**src/rtl/shift_add_multiplier.sv**
```systemverilog
// Sequential shift-and-add unsigned multiplier producing a 2*width-bit product.
// One partial product is accumulated per clock while in RUN. The done pulse is
// meant to drive the enable of a downstream Barrett reducer.
// Optional feature: define SHIFT_ADD_MULT_EARLY_EXIT_EN to finish as soon as the
// remaining multiplier bits are all zero. Without it, every operation takes
// exactly width RUN cycles.
module shift_add_multiplier #(
    parameter int width = 128
) (
    input  logic                 clk,
    input  logic                 reset,
    input  logic                 enable,
    input  logic [width-1:0]     a,
    input  logic [width-1:0]     b,
    output logic                 busy,
    output logic                 done,
    output logic [2*width-1:0]   ab
);

    localparam int cnt_w = $clog2(width + 1);

    typedef enum logic {
        IDLE,
        RUN
    } state_t;

    state_t             state;
    state_t             state_next;
    logic [2*width-1:0] mcand;
    logic [2*width-1:0] acc;
    logic [2*width-1:0] sum;
    logic [width-1:0]   mplier;
    logic [width-1:0]   mplier_shift;
    logic [cnt_w-1:0]   count;
    logic               last_step;

    // Partial-product add, multiplier shift and completion detect for this RUN cycle
    always_comb begin
        sum          = acc;
        mplier_shift = mplier >> 1;
        last_step    = (count == cnt_w'(width - 1));
        if (mplier[0]) begin
            sum = acc + mcand;
        end
`ifdef SHIFT_ADD_MULT_EARLY_EXIT_EN
        if (mplier_shift == '0) begin
            last_step = 1'b1;
        end
`endif
    end

    // Next-state and busy decode; enable is only looked at while idle
    always_comb begin
        state_next = state;
        busy       = 1'b0;
        case (state)
            IDLE: begin
                if (enable) begin
                    state_next = RUN;
                end
            end
            RUN: begin
                busy = 1'b1;
                if (last_step) begin
                    state_next = IDLE;
                end
            end
            default: begin
                state_next = IDLE;
            end
        endcase
    end

    // State register with synchronous active-low reset
    always_ff @(posedge clk) begin
        if (!reset) begin
            state <= IDLE;
        end else begin
            state <= state_next;
        end
    end

    // Operand capture, accumulate/shift datapath and registered product/done
    always_ff @(posedge clk) begin
        if (!reset) begin
            mcand  <= '0;
            mplier <= '0;
            acc    <= '0;
            count  <= '0;
            ab     <= '0;
            done   <= 1'b0;
        end else begin
            done <= 1'b0;
            case (state)
                IDLE: begin
                    if (enable) begin
                        mcand  <= {{width{1'b0}}, a};
                        mplier <= b;
                        acc    <= '0;
                        count  <= '0;
                    end
                end
                RUN: begin
                    acc    <= sum;
                    mcand  <= mcand << 1;
                    mplier <= mplier_shift;
                    count  <= count + cnt_w'(1);
                    if (last_step) begin
                        ab   <= sum;
                        done <= 1'b1;
                    end
                end
                default: begin
                    done <= 1'b0;
                end
            endcase
        end
    end

endmodule

```
**config.mk**
```make
export PLATFORM = sky130hd
export DESIGN_NAME = shift_add_multiplier
export DESIGN_NICKNAME = d
export VERILOG_FILES = /design/src/rtl/shift_add_multiplier.sv
export SDC_FILE = /design/constraint.sdc
export NUM_CORES = 2
export LEC_CHECK = 0
export BUFFER_PORTS_ARGS = -buffer_cell sky130_fd_sc_hd__buf_2
export CAP_MARGIN = 20
export CORE_UTILIZATION = 40
export DETAILED_ROUTE_END_ITERATION = 12
export HOLD_SLACK_MARGIN = 0.06
export PLACE_DENSITY_LB_ADDON = 0.1
export SYNTH_ARGS = -nofsm -noshare
export SYNTH_HDL_FRONTEND = slang
export SYNTH_SLANG_ARGS = --single-unit
```
**constraint.sdc**
```tcl
create_clock -name clk -period 5.35 [get_ports clk]
set_input_delay 0 -clock clk [delete_from_list [all_inputs] [get_ports clk]]
set_output_delay 0 -clock clk [all_outputs]
set_load 0.03 [all_outputs]
```
Word-level counts from Yosys, hierarchy flattened

Index checks and enable logic that the tools add are counted.

Reductions and logical operators: 2
$add $sub $neg: 2
Multiplexer cells: 14
Equality and inequality tests: 2
Bitwise logic cells: 1

Operator list:

| cell                                                                   | number |
|---|---|
| 256-bit case mux with 2 select lines                                   | 2 |
| 256-bit two-way mux                                                    | 3 |
| 256-bit adder                                                          | 1 |
| 128-bit case mux with 2 select lines                                   | 1 |
| 128-bit two-way mux                                                    | 1 |
| 8-bit case mux with 2 select lines                                     | 1 |
| 8-bit by 1-bit adder with 8-bit output (second input constant)         | 1 |
| 8-bit by 7-bit equality test with 1-bit output (second input constant) | 1 |
| 8-bit two-way mux                                                      | 1 |
| 1-bit two-way mux                                                      | 4 |
| 2-bit AND reduction                                                    | 2 |
| 2-bit != test (second input constant)                                  | 1 |
| 1-bit case mux with 2 select lines                                     | 1 |
| 1-bit NOT                                                              | 1 |

Input port bits: 259
Word-level logic and storage cells: 28
Bits in registers: 906
Output and inout bits: 258

Logic depth before layout (Yosys ltp)

Depth after elaboration: 3
Mapped depth: 18
Mapped depth without buffers: 18

Worst setup path before layout

No wires, ideal clock.

Kind: register to register
Start point: reg mcand[0]
End point: reg acc[246]
Period minus slack after synthesis: 3.955 ns
Stages on the path, launching flop included: 19
Data required time: 5.233 ns
Setup time: 0.117 ns
Slack: 1.395 ns
Buffers on the path: 0
Data arrival time: 3.838 ns
Cells stage by stage: dfxtp_1 > ha_1 > inv_1 > fa_1 > nand2b_1 > a21oi_1 > o2111ai_1 > o211a_1 > a2111o_1 > a31oi_1 > o2111ai_1 > nand3_1 > a21boi_1 > o41ai_2 > a21boi_1 > o21bai_2 > a21boi_1 > xnor2_1 > a22o_1

Word-level cells in the longest chain between the ends: 3

RTL lines:

| what                                 | line | source |
|---|---|---|
| start: declaration                   | 29   | `logic [2*width-1:0] mcand;` |
| start signal: assignment             | 97   | `mcand <= {{width{1'b0}}, a};` |
| start signal: assignment             | 105  | `mcand <= mcand << 1;` |
| 256-bit adder                        | 43   | `sum = acc + mcand;` |
| 256-bit two-way mux                  | 42   | `if (mplier[0]) begin` |
| 256-bit case mux with 2 select lines | 94   | `case (state)` |
| end signal: assignment               | 104  | `acc <= sum;` |
| end: declaration                     | 30   | `logic [2*width-1:0] acc;` |

Every way passes these cells.
A chain may end at the register's enable or synchronous reset.

Worst setup path after layout

Start point: reg acc[157]
End point: reg acc[255]

Word-level cells in the longest chain between the ends: 3

RTL lines:

| what                                 | line |
|---|---|
| 256-bit adder                        | 43 |
| 256-bit two-way mux                  | 42 |
| 256-bit case mux with 2 select lines | 94 |

Every way passes these cells.

==> metrics.yaml <==
cells_and_area:
  final_nets: 8304
  seqCellArea_um2: 18100
  n_fill_cell: 13900
  final_common_cell: "nor2_1"
  fin_area_um2: 66900
  post-route-util_pct: 48.5
  area_growth_pct: 20.2
  layout_common_cells: "1167 x nor2_1, 1048 x a21oi_1, 904 x dfxtp_1, 514 x buf_2, 505 x nand2_1"
  multi_input_area_um2: 35300
  drive_gt1_share_pct: 12.2
global_route:
  grt_pass1_vias: 52900
  grt_pass1_wl_um: 339000
  grt_remaining_overflow: 0
  grt_util_all_layers_pct: 31.3
  grt_max_degree: 220
  antenna_found_initial: 5
timing:
  worstMarginPinSlew_ns: 1.12
  hold_violations: 0
  max_freq_mhz: 189
  holdWs_ns: 0.134
  slew_violations: 0
  rsz0062_at_grt: "false"
  final.min_clock_period_ns: 5.30
  slew_headroom_pct: 25.4
  fin_crit_sh_pct: 99.0
  setup_viol: 0
  fin_skew_ns: 0.0494
worst_setup_path:
  path_delay_family: "compound AO/OA/AOI/OAI gates"
  arrival_ns: 6.00
  start_kind: "register"
  worstPathRequired_ns: 6.05
  path_buf_inv: 1
  setup.worst_path.class: "reg -> reg"
  crit_slowest_cell: "nor4b_2"
  crit_path_max_incr_delay_ns: 0.57
  worstPathCellList: "ha_1 > inv_1 > nor3_1 > nand2_1 > nor4b_2 > o21ai_0 > o211ai_1 > a31oi_2 > a211oi_2 > nor3_1 > o41ai_2 > a221oi_1 > xnor2_1 > nand2_1 > or3_1 > nand3_1"
  cp-end-kind: "register"
  worstPathMaxFanout: 7
floorplan:
  die_y_um: 375
  fp.coreArea_um2: 138000
  initial_utilization_pct: 40.4
  fp-row-count: 136
  io_pins: 517
  dieArea_um2: 141000
  die_width_um: 375
clocking:
  cts_buffers: 106
  tritoncts: "built"
  clock_path_buffers: 3
  clk_pin_slew_ns: 0.06
  cts.sinks: 906
  root_buffer: "clkbuf_16"
  h-tree-depth: 3
  clock_latency_ns: 0.77
synthesis:
  synth-seq-area-share_pct: 32.6
  ys_seq_elements: 906
  ys_top_cells_by_area: "dfxtp_1 33%, a21oi_1 9.4%, nor2_1 7.9%"
  yosys.area.top_type_share_pct: 32.6
  synth_area_um2: 55700
  synth_nets: 7740
  yosys.area.top_type: "dfxtp_1"
  synth_warnings: 0
  async_flop_share_pct: 0
  synth.distinct_cells: 95
  synth_flop_cell: "dfxtp_1"
  synth_edf_count: 0
  synth.avg_cell_area_um2: 7.71
  synthCells: 7224
drt:
  drt_iter0_markers: 4373
  wl_per_cell_um: 23.6
  first_pass_iters: 6
  wl_met2_um: 102000
  drc: 0
  wl_um: 229000
  vias: 55700
  top_layer: "met4"
  ant_nets: 0
  viasPerCell: 5.75
  met1_length_um: 106000
  dr_wl_met3_um: 13300
place:
  place_congestion: 0.983
  place_area_um2: 60000
  dp_hpwl_um: 174000
  port_buffers: 516
power:
  ir_worst_vdd_mv: 0.425
  p_leak_nw: 26.7
  p_per_area_nw_per_um2: 250
hold_path:
  hp-class: "in -> reg"
flow_run:
  cap_violations: 0
outcome:
  status: "complete, no violations"
## report_power, final
| part | total [mW] | internal, mW | switching [mW] | leakage [nW] |
|---|---|---|---|---|
| registers | 7.00 | 6.88 | 0.122 | 7.34 |
| clock network | 8.18 | 4.91 | 3.27 | 1.92 |
| logic | 1.53 | 0.612 | 0.917 | 17.5 |
| total | 16.7 | 12.4 | 4.31 | 26.7 |
## per-layer routing
| metal | GRT usage (%) | vias to the layer above |
|---|---|---|
| met5 | 0 | - |
| met4 | 9.39 | 0 |
| met3 | 4.49 | 267 |
| met2 | 49.8 | 1699 |
| met1 | 43.5 | 26700 |
| li1 | - | 27000 |
## state kept, by name, summed over array words and instances, names as in the netlist
register / count
ab: 256
mcand: 256
mplier: 128
done: 1
count: 8
state: 1
acc: 256
## path summary, 6_finish.rpt
path	slack, ns	from	endpoint	cells after the start
setup / recovery	0.05	acc[157]$_SDFFE_PN0P_	acc[255]$_SDFFE_PN0P_	16
hold / removal	0.13	b[84]	mplier[84]$_SDFFE_PN0P_	6
hold reg to reg	0.46	ab[180]$_SDFFE_PN0P_	ab[180]$_SDFFE_PN0P_	2
setup reg to reg	0.05	acc[157]$_SDFFE_PN0P_	acc[255]$_SDFFE_PN0P_	16
## through the flow
step                      std cells  setup WS [ns]  setup TNS, ns  power (mW)
final                          9678         0.0534              0        16.7
after CTS                      9675         0.0559              0        16.8
after floorplan                7224           1.40              0        8.02
after global placement         9178         -0.611          -3.16        8.47
after detailed placement       9180         -0.529          -2.45        8.48
after global routing           9677        0.00716              0        17.2
## cells by family after synthesis
kind of cell / Yosys count / share of synthesized area, %
simple gates: 2508 / 21.3
compound gates: 2277 / 24.6
flops: 906 / 32.6
buf+inv: 597 / 4.12
mux: 427 / 7.70
fa+ha+maj: 257 / 5.79
xor+xnor: 252 / 3.96
## worst reg2reg max path, delay by kind of cell (launching register included)
kind            cells  cell delay [ns]
xor+xnor            1             0.19
fa+ha+maj           1             0.55
simple gates        7             1.95
flops               1             0.37
compound gates      6             2.11
buf+inv             1             0.12
## Yosys cell counts (88+ instances only)
| master | count |
|---|---|
| dfxtp_1 | 906 |
| o21a_1 | 141 |
| inv_1 | 88 |
| nor2b_1 | 121 |
| nand2_1 | 505 |
| mux2i_1 | 415 |
| ha_1 | 256 |
| a21oi_1 | 1048 |
| clkbuf_1 | 417 |
| a211oi_1 | 164 |
| nor3b_1 | 242 |
| o21ai_0 | 412 |
| xor2_1 | 95 |
| nor2_1 | 1169 |
| xnor2_1 | 157 |
| nand4_1 | 146 |
## layout make-up
| cell class | count | share of cell area, % |
|---|---|---|
| Timing Repair Buffer | 963 | 10.3 |
| Clock inverter | 54 | 1.30 |
| Inverter | 90 | 0.518 |
| Clock buffer | 148 | 4.59 |
| Multi-Input combinational cell | 5721 | 52.8 |
| Sequential cell | 906 | 27.1 |
| Antenna cell | 2 | 0.00748 |
| Tap cell | 1794 | 3.35 |
## repair_timing
item,in CTS,in global routing
pin swaps,1,1
hold buffers,292,0
resized for setup,1,9
setup endpoints to repair,6,17
endpoints found under the hold margin,311,0
buffers inserted,1,1
Power figures use the tool's default switching activity.
